--- src/rtl/fetch_pkg.sv ---
// Shared types and constants for the instruction fetch stage and its entry FIFO.
package fetch_pkg;

   typedef enum logic [1:0] {
      IDLE,
      WAIT,
      DROP
   } fetch_state_t;

   typedef struct packed {
      logic [31:0] instr;
      logic [31:0] pc;
   } fetch_entry_t;

   localparam int FIFO_DEPTH = 2;
   localparam int CNT_W      = $clog2(FIFO_DEPTH + 1);
   localparam int PTR_W      = $clog2(FIFO_DEPTH);
   localparam logic [CNT_W-1:0] FIFO_FULL = CNT_W'(FIFO_DEPTH);
   localparam logic [31:0] PC_STEP = 32'd4;

endpackage

--- src/rtl/fetch_fifo.sv ---
// Small synchronous FIFO of fetched {instr, pc} entries; flush dominates push and pop.
module fetch_fifo
   import fetch_pkg::*;
(
   input  logic             clk,
   input  logic             rst_n,
   input  logic             push,
   input  logic             pop,
   input  logic             flush,
   input  fetch_entry_t     wdata,
   output logic [CNT_W-1:0] count,
   output fetch_entry_t     head
);

   fetch_entry_t     mem_q [FIFO_DEPTH];
   logic [PTR_W-1:0] rd_ptr_q, rd_ptr_d;
   logic [PTR_W-1:0] wr_ptr;
   logic [CNT_W-1:0] count_q, count_d;
   logic             do_push, do_pop;

   always_comb begin
      do_push  = push && (count_q < FIFO_FULL);
      do_pop   = pop && (count_q != '0);
      wr_ptr   = rd_ptr_q + PTR_W'(count_q);
      rd_ptr_d = rd_ptr_q;
      count_d  = count_q;
      if (flush) begin
         rd_ptr_d = '0;
         count_d  = '0;
      end else begin
         if (do_pop) rd_ptr_d = rd_ptr_q + PTR_W'(1);
         unique case ({do_push, do_pop})
            2'b10:   count_d = count_q + CNT_W'(1);
            2'b01:   count_d = count_q - CNT_W'(1);
            default: count_d = count_q;
         endcase
      end
   end

   always_ff @(posedge clk or negedge rst_n) begin
      if (!rst_n) begin
         rd_ptr_q <= '0;
         count_q  <= '0;
         for (int i = 0; i < FIFO_DEPTH; i++) mem_q[i] <= '0;
      end else begin
         rd_ptr_q <= rd_ptr_d;
         count_q  <= count_d;
         if (do_push && !flush) mem_q[wr_ptr] <= wdata;
      end
   end

   // Empty FIFO presents zeros so the decoder never sees a stale word.
   assign count = count_q;
   assign head  = (count_q != '0) ? mem_q[rd_ptr_q] : '0;

endmodule

--- src/rtl/instr_fetch.sv ---
// Fetch stage: PC, single-outstanding memory request FSM, redirect handling and entry buffering.
module instr_fetch
   import fetch_pkg::*;
#(
   parameter logic [31:0] RESET_PC = 32'h0000_0000
) (
   input  logic        CLK,
   input  logic        RSTn,
   output logic        I_MEM_CSN,
   output logic [31:0] I_MEM_ADDR,
   input  logic        I_MEM_VALID,
   input  logic [31:0] I_MEM_DI,
   output logic [31:0] INSTR,
   output logic [31:0] INSTR_PC,
   output logic        INSTR_VALID,
   input  logic        INSTR_READY,
   input  logic        REDIRECT,
   input  logic [31:0] REDIRECT_PC
);

   localparam logic [31:0] ALIGN_MASK = ~32'h3;

   fetch_state_t     state_q, state_d;
   logic [31:0]      pc_q, pc_d;
   logic [31:0]      req_pc_q, req_pc_d;
   logic             issue, push, pop;
   logic [CNT_W-1:0] count;
   fetch_entry_t     push_entry, head;

   // Issue is gated by RSTn so the strobe stays inactive for the whole reset.
   always_comb begin
      state_d  = state_q;
      pc_d     = pc_q;
      req_pc_d = req_pc_q;
      push     = 1'b0;
      issue    = RSTn && (state_q == IDLE) && (count < FIFO_FULL) && !REDIRECT;

      unique case (state_q)
         IDLE: if (issue) state_d = WAIT;
         WAIT: begin
            if (I_MEM_VALID) begin
               push    = !REDIRECT;
               state_d = IDLE;
            end else if (REDIRECT) begin
               state_d = DROP;
            end
         end
         DROP: if (I_MEM_VALID) state_d = IDLE;
         default: state_d = IDLE;
      endcase

      if (REDIRECT) begin
         pc_d = REDIRECT_PC & ALIGN_MASK;
      end else if (issue) begin
         pc_d     = pc_q + PC_STEP;
         req_pc_d = pc_q;
      end
   end

   always_ff @(posedge CLK or negedge RSTn) begin
      if (!RSTn) begin
         state_q  <= IDLE;
         pc_q     <= RESET_PC & ALIGN_MASK;
         req_pc_q <= '0;
      end else begin
         state_q  <= state_d;
         pc_q     <= pc_d;
         req_pc_q <= req_pc_d;
      end
   end

   assign push_entry = '{instr: I_MEM_DI, pc: req_pc_q};
   assign pop        = INSTR_VALID && INSTR_READY;

   fetch_fifo u_fifo (
      .clk   (CLK),
      .rst_n (RSTn),
      .push  (push),
      .pop   (pop),
      .flush (REDIRECT),
      .wdata (push_entry),
      .count (count),
      .head  (head)
   );

   assign I_MEM_CSN   = !issue;
   assign I_MEM_ADDR  = pc_q;
   assign INSTR_VALID = (count != '0);
   assign INSTR       = head.instr;
   assign INSTR_PC    = head.pc;

endmodule

--- config.mk ---
export PLATFORM = sky130hd
export DESIGN_NAME = instr_fetch
export DESIGN_NICKNAME = d
export VERILOG_FILES = /design/src/rtl/fetch_pkg.sv /design/src/rtl/fetch_fifo.sv /design/src/rtl/instr_fetch.sv
export SDC_FILE = /design/constraint.sdc
export NUM_CORES = 1
export LEC_CHECK = 0
export CAP_MARGIN = 10
export CORE_MARGIN = 3
export CORE_UTILIZATION = 52
export DETAILED_ROUTE_END_ITERATION = 8
export GPL_TIMING_DRIVEN = 0
export PLACE_DENSITY = 0.8
export SETUP_SLACK_MARGIN = 0.02
export SLEW_MARGIN = 5
export SYNTH_ARGS = -nofsm -noshare
export SYNTH_HDL_FRONTEND = slang
export SYNTH_SLANG_ARGS = --single-unit
--- constraint.sdc ---
create_clock -name CLK -period 3 [get_ports CLK]
set_clock_uncertainty 0.2 [all_clocks]
set_input_delay 0.9 -clock CLK [delete_from_list [all_inputs] [get_ports CLK]]
set_output_delay 0.9 -clock CLK [all_outputs]
set_load 0.005 [all_outputs]
**After elaboration in Yosys (flattened, before gate mapping)**

Cells that the tools add are included.

- Word-level logic and storage cells: 65
- Bits in registers: 197
- Input bits: 69

- Mux-type cells: 20
- Order comparisons: 4
- Add/sub/neg operators: 5
- Equality and inequality tests: 7
- Reductions and logical operators: 17
- Bitwise logic cells: 3

Operators by type and width:

| cell | number |
|---|---|
| 2-to-1 mux 64 bit | 5 |
| bitwise mux 128 bit | 1 |
| demux 64 bit (select 1 bit) | 1 |
| 2-to-1 mux 32 bit | 2 |
| adder 32 x 3 -> 32 bit (second input constant) | 1 |
| 2-to-1 mux 2 bit | 5 |
| logical AND 1 bit | 8 |
| one-hot mux 2 bit (3 select lines) | 1 |
| nonzero test 2 bit | 3 |
| == test 2 x 1 -> 1 bit (second input constant) | 2 |
| == test 2 bit (second input constant) | 2 |
| >= comparator 2 bit (second input constant) | 2 |
| 2-to-1 mux 1 bit | 4 |
| inequality test 2 bit (second input constant) | 2 |
| NOT 1 -> 2 bit | 2 |
| one-hot mux 2 bit (2 select lines) | 1 |
| inequality test 3 bit (second input constant) | 1 |
| AND reduction 3 bit | 1 |
| nonzero test 3 bit | 1 |
| adder 2 x 1 -> 2 bit (second input constant) | 1 |
| zero test 1 bit | 2 |
| zero test 2 bit | 1 |
| less-than comparator 2 x 1 -> 1 bit (second input constant) | 1 |
| less-than comparator 2 bit (second input constant) | 1 |
| 5 further kinds | 5 |

**Depth between registers and ports, before layout**

- Word-level depth: 7
- Mapped depth: 6
- Gate-level depth less buffers: 5

**Cells and area by module**

Synthesis repeated with hierarchy kept, for this count alone.

- Cell total of the unflattened synthesis: 726
- Area total of the unflattened synthesis: 9362.7 µm²

Modules (own cells, without submodules):

| module | times used | area an instance (µm²) | seq. area each (µm²) | cells an instance |
|---|---|---|---|---|
| fetch_fifo | 1 | 6241.0 | 3278.1 | 432 |
| instr_fetch | 1 | 3121.7 | 1551.5 | 294 |

**Worst setup path before layout**

OpenSTA, ideal clock, no wires.

- Kind: in2out
- Start point: in RSTn
- End point: out I_MEM_CSN
- Path buffers: 1
- Setup slack: -0.047 ns
- Stages on the path: 4
- Data arrival time: 1.947 ns
- Cell sequence: or4b_2 -> nor2_1 -> buf_4 -> inv_1

- Cells in the longest elaborated chain, start to end: 4

RTL lines:

| what | RTL line | text |
|---|---|---|
| from (decl) | instr_fetch.sv:8 | `input logic RSTn,` |
| logical AND 1 bit (3 in series) | instr_fetch.sv:36 | `issue = RSTn && (state_q == IDLE) && (count < FIFO_FULL) && !REDIRECT;` |
| zero test 1 bit | instr_fetch.sv:86 | `assign I_MEM_CSN = !issue;` |
| to (decl) | instr_fetch.sv:9 | `output logic I_MEM_CSN,` |

Every way passes these cells.

**Worst setup path after layout**

Ends and elaborated chain as after synthesis.

==> key figures <==
Outcome
  – Run status: finished clean

Clock network
  – Clock latency on the worst-skew pair: roughly 430 ps
  – Num CTS Buffers: 17
  – Clock Sinks: roughly 190
  – H-tree levels: 4
  – CTS tree: done
  – CTS max path bufs: 2
  – Hold_buf cts: 0
  – Root buffer cell: clkbuf_16
  – Clock-pin slew on the worst setup and hold paths: ~60 ps

Synth
  – FF+latch count, synth: between 150 and 200
  – Top-count cell post-synth: dfrtp_1
  – Top_reg_cell synth: dfrtp_1
  – Gate Count Post-Synth: 700
  – Mapped Area: roughly 0.0087 mm²
  – Syn Area/Cell: approximately 12 µm²
  – Most frequent cells after synthesis: 189 x dfrtp_1, 156 x mux2_2, 83 x nor2_1, 65 x mux2i_1, 28 x nand2_1
  – Yosys top cell by area: dfrtp_1
  – Asr flop ratio synth: between 90% and 100%
  – Synth unique cells: 38
  – Area contributors post-synth: dfrtp_1 54%, mux2_2 20%, mux2i_1 7.5%
  – Seq/Total Area, Yosys: around 54%
  – Syn. warnings: 0
  – Top-area cell type share of the netlist area: 54.3%
  – Number of synthesized flops with an enable pin: 0

Global route
  – Total grt overflow: 0
  – Busiest layer in global routing: met2
  – Global-route met3 utilization: between 4 and 5%
  – Met1 usage: 31.9%
  – First-pass GRT wire length: 35.0 mm
  – Largest net degree at the start of global routing: about 120
  – Met2 usage: 41.7%
  – Initial antenna violation count: 0
  – Gr usage total: between 20% and 30%
  – Vias in the first global route: around 6700

Final layout
  – Final Util: between 70% and 80%
  – Nets: between 900 and 1000
  – Layout cells sized above 1: 27.4%
  – Synthesis-to-layout area growth: 31.6%
  – Diode count: 0
  – Final std cells w/o fill: around 1100
  – Post-route design area: 0.0115 mm²

Route
  – Vias: around 6400
  – Routed len/inst: around 20 µm
  – DRC errors left: 0
  – Antenna Violating Nets Remaining: 0
  – Vias per cell: approximately 5.7
  – Initial DRC Count: 334
  – Final wirelength: roughly 22 mm
  – 1st-pass router iterations: 5

Timing
  – Min setup slack post-route: roughly 52 ps
  – RSZ-0062 raised after global routing: false
  – Fin crit share: a little over nine tenths
  – Relative slew slack: approximately 53%
  – Fmax achieved: around 340 MHz
  – Pins over their slew limit: 0
  – Final min period: between 2000 and 3000 ps
  – Finish-stage setup viols: 0
  – Worst-Margin Slew: 703 ps
  – Final hold vios: 0

Worst hold path
  – Worst Hold Class: in2async

Power
  – Gate power share: between 15 and 20%
  – Sequential share of power: 50.8%
  – Peak supply drop: about 430 µV
  – Tot Pwr: 6.88 mW
  – Leak: roughly 5.2 nW
  – Sw frac: 26.3%
  – Clock power frac: 30.7%
  – Power Internal: between 5 and 6 mW
  – Power per Cell Area: about 600 mW/mm²
  – NetSw: 1.81 mW

Job
  – Max-Cap Viols: 0

Floorplanning
  – Core area: about 0.016 mm²
  – Die ar.: ~0.018 mm²
  – Chip Width: 135 µm
  – Die Y-Extent: 135 µm
  – Initial Utilization: a little over half
  – Cell row count: 46
  – I/O pin total: 167

Placement
  – Place WS: -1040 ps
  – IO Port Bufs: between 150 and 200
  – Routability Congestion: just over 0.8
  – Hpwl dp: 14.8 mm
  – Inst Count DP: ~1100
  – Dpl cell area: approximately 0.011 mm²

Critical path
  – Worst setup EP type: output pin
  – Worst EP required: 1900 ps
  – Crit path DAT: 1850 ps
  – Crit path kind: in2out
  – Critical Path Fanout Max: 3
  – Crit path launch type: input port
## metrics by stage
| stage | TNS [ps] | hold slack, ps |
|---|---|---|
| floorplan | 0 | 273 |
| global placement | -1665970 | 286 |
| detailed placement | -67310 | 293 |
| CTS | 0 | 199 |
| global route | 0 | 199 |
| finish | 0 | 207 |
## registers in the layout, summed over array words and instances, names as in the netlist
| name | cells |
|---|---|
| u_fifo.mem_q | 124 |
| u_fifo.count | 2 |
| state_q | 2 |
| req_pc_q | 30 |
| I_MEM_ADDR | 30 |
| u_fifo.rd_ptr_q | 1 |
## area by class of cell
| class | count | area, µm² |
|---|---|---|
| flip-flops and latches | 189 | 4730 |
| fillers | 1176 | 4650 |
| multi-input cells | 466 | 3760 |
| repair buffers | 175 | 1750 |
| clock buffers | 22 | 454 |
| plain buffers | 44 | 399 |
| well taps | 216 | 270 |
| clock inverters | 10 | 91.3 |
| inverters | 3 | 11.3 |
## power by group through the flow
| stage | registers [mW] | logic [mW] | clock network, mW |
|---|---|---|---|
| 2_1_floorplan | 3.40 | 0.830 | 0 |
| 3_3_place_gp | 3.48 | 1.19 | 0 |
| 3_5_place_dp | 3.53 | 1.26 | 0 |
| 4_1_cts | 3.49 | 1.29 | 2.15 |
| 5_1_grt | 3.56 | 1.41 | 2.25 |
| 6_report | 3.49 | 1.27 | 2.11 |
## logic make-up (layout without fill, tap and decap cells)
logic type / count (synthesis) / in the layout / synth area share [%]
muxes: 222 / 222 / 27.8
AOI/OAI and AO/OA: 47 / 47 / 3.43
other: 1 / 4 / 0.0430
xor gates and xnor gates: 11 / 11 / 1.11
DFF: 189 / 189 / 54.3
adders and majority gates: 1 / 1 / 0.144
and+or+nand+nor: 181 / 181 / 10.3
buffers and inverters: 48 / 254 / 2.97
## routing by layer
layer	share of wire [%]	vias up
met5	0	-
met4	1.8	0
met3	5.5	35
met2	50	213
met1	42	3227
li1	-	2896
## what timing repair did
item	CTS	global route
cloned	2	0
endpoints found under the setup margin	64	3
resized for setup	112	3
buffers inserted	12	0
pin swaps	5	1
## critical path: stages
cell and delay, ps:
buf_16 90, or4b_4 480, nor2_4 120, buf_6 120
inv_2 30, buf_6 100
## cell usage in the layout (no fill, tap or decap), drive strengths merged, types with 2 or more instances in the layout
cell type	synthesis	routed
a21oi	2	2
a31oi	16	16
and2	2	2
and3	6	6
and4	5	5
buf	22	37
bufbuf	0	2
clkbuf	23	44
clkdlybuf4s50	0	96
clkinv	0	3
clkinvlp	0	5
conb	1	4
dfrtp	189	189
dlygate4sd2	0	60
dlymetal6s2s	0	2
inv	3	4
mux2	157	157
mux2i	65	65
nand2	29	29
nand2b	2	2
nand3	14	14
nand4	12	12
nor2	83	83
nor2b	4	4
nor4	2	2
nor4b	2	2
o211ai	2	2
o21ai	12	12
o31ai	13	13
or3	3	3
or4	15	15
xnor2	4	4
xor2	7	7
## final timing paths
kind	slack, ps	startpoint	end	cells past startpoint
worst max-delay path	50	RSTn	I_MEM_CSN	6
worst min-delay path	210	RSTn	u_fifo.mem_q[68]$_DFFE_PN0P_	1
worst max register to register	440	u_fifo.count[1]$_DFFE_PN0P_	I_MEM_ADDR[30]$_DFFE_PN0P_	6
worst min register to register	300	u_fifo.mem_q[107]$_DFFE_PN0P_	u_fifo.mem_q[107]$_DFFE_PN0P_	1
max in group asynchronous	1480	RSTn	I_MEM_ADDR[22]$_DFFE_PN0P_	3
min in group CLK	300	u_fifo.mem_q[107]$_DFFE_PN0P_	u_fifo.mem_q[107]$_DFFE_PN0P_	1
Note: power is estimated with default switching activity, not from simulation.
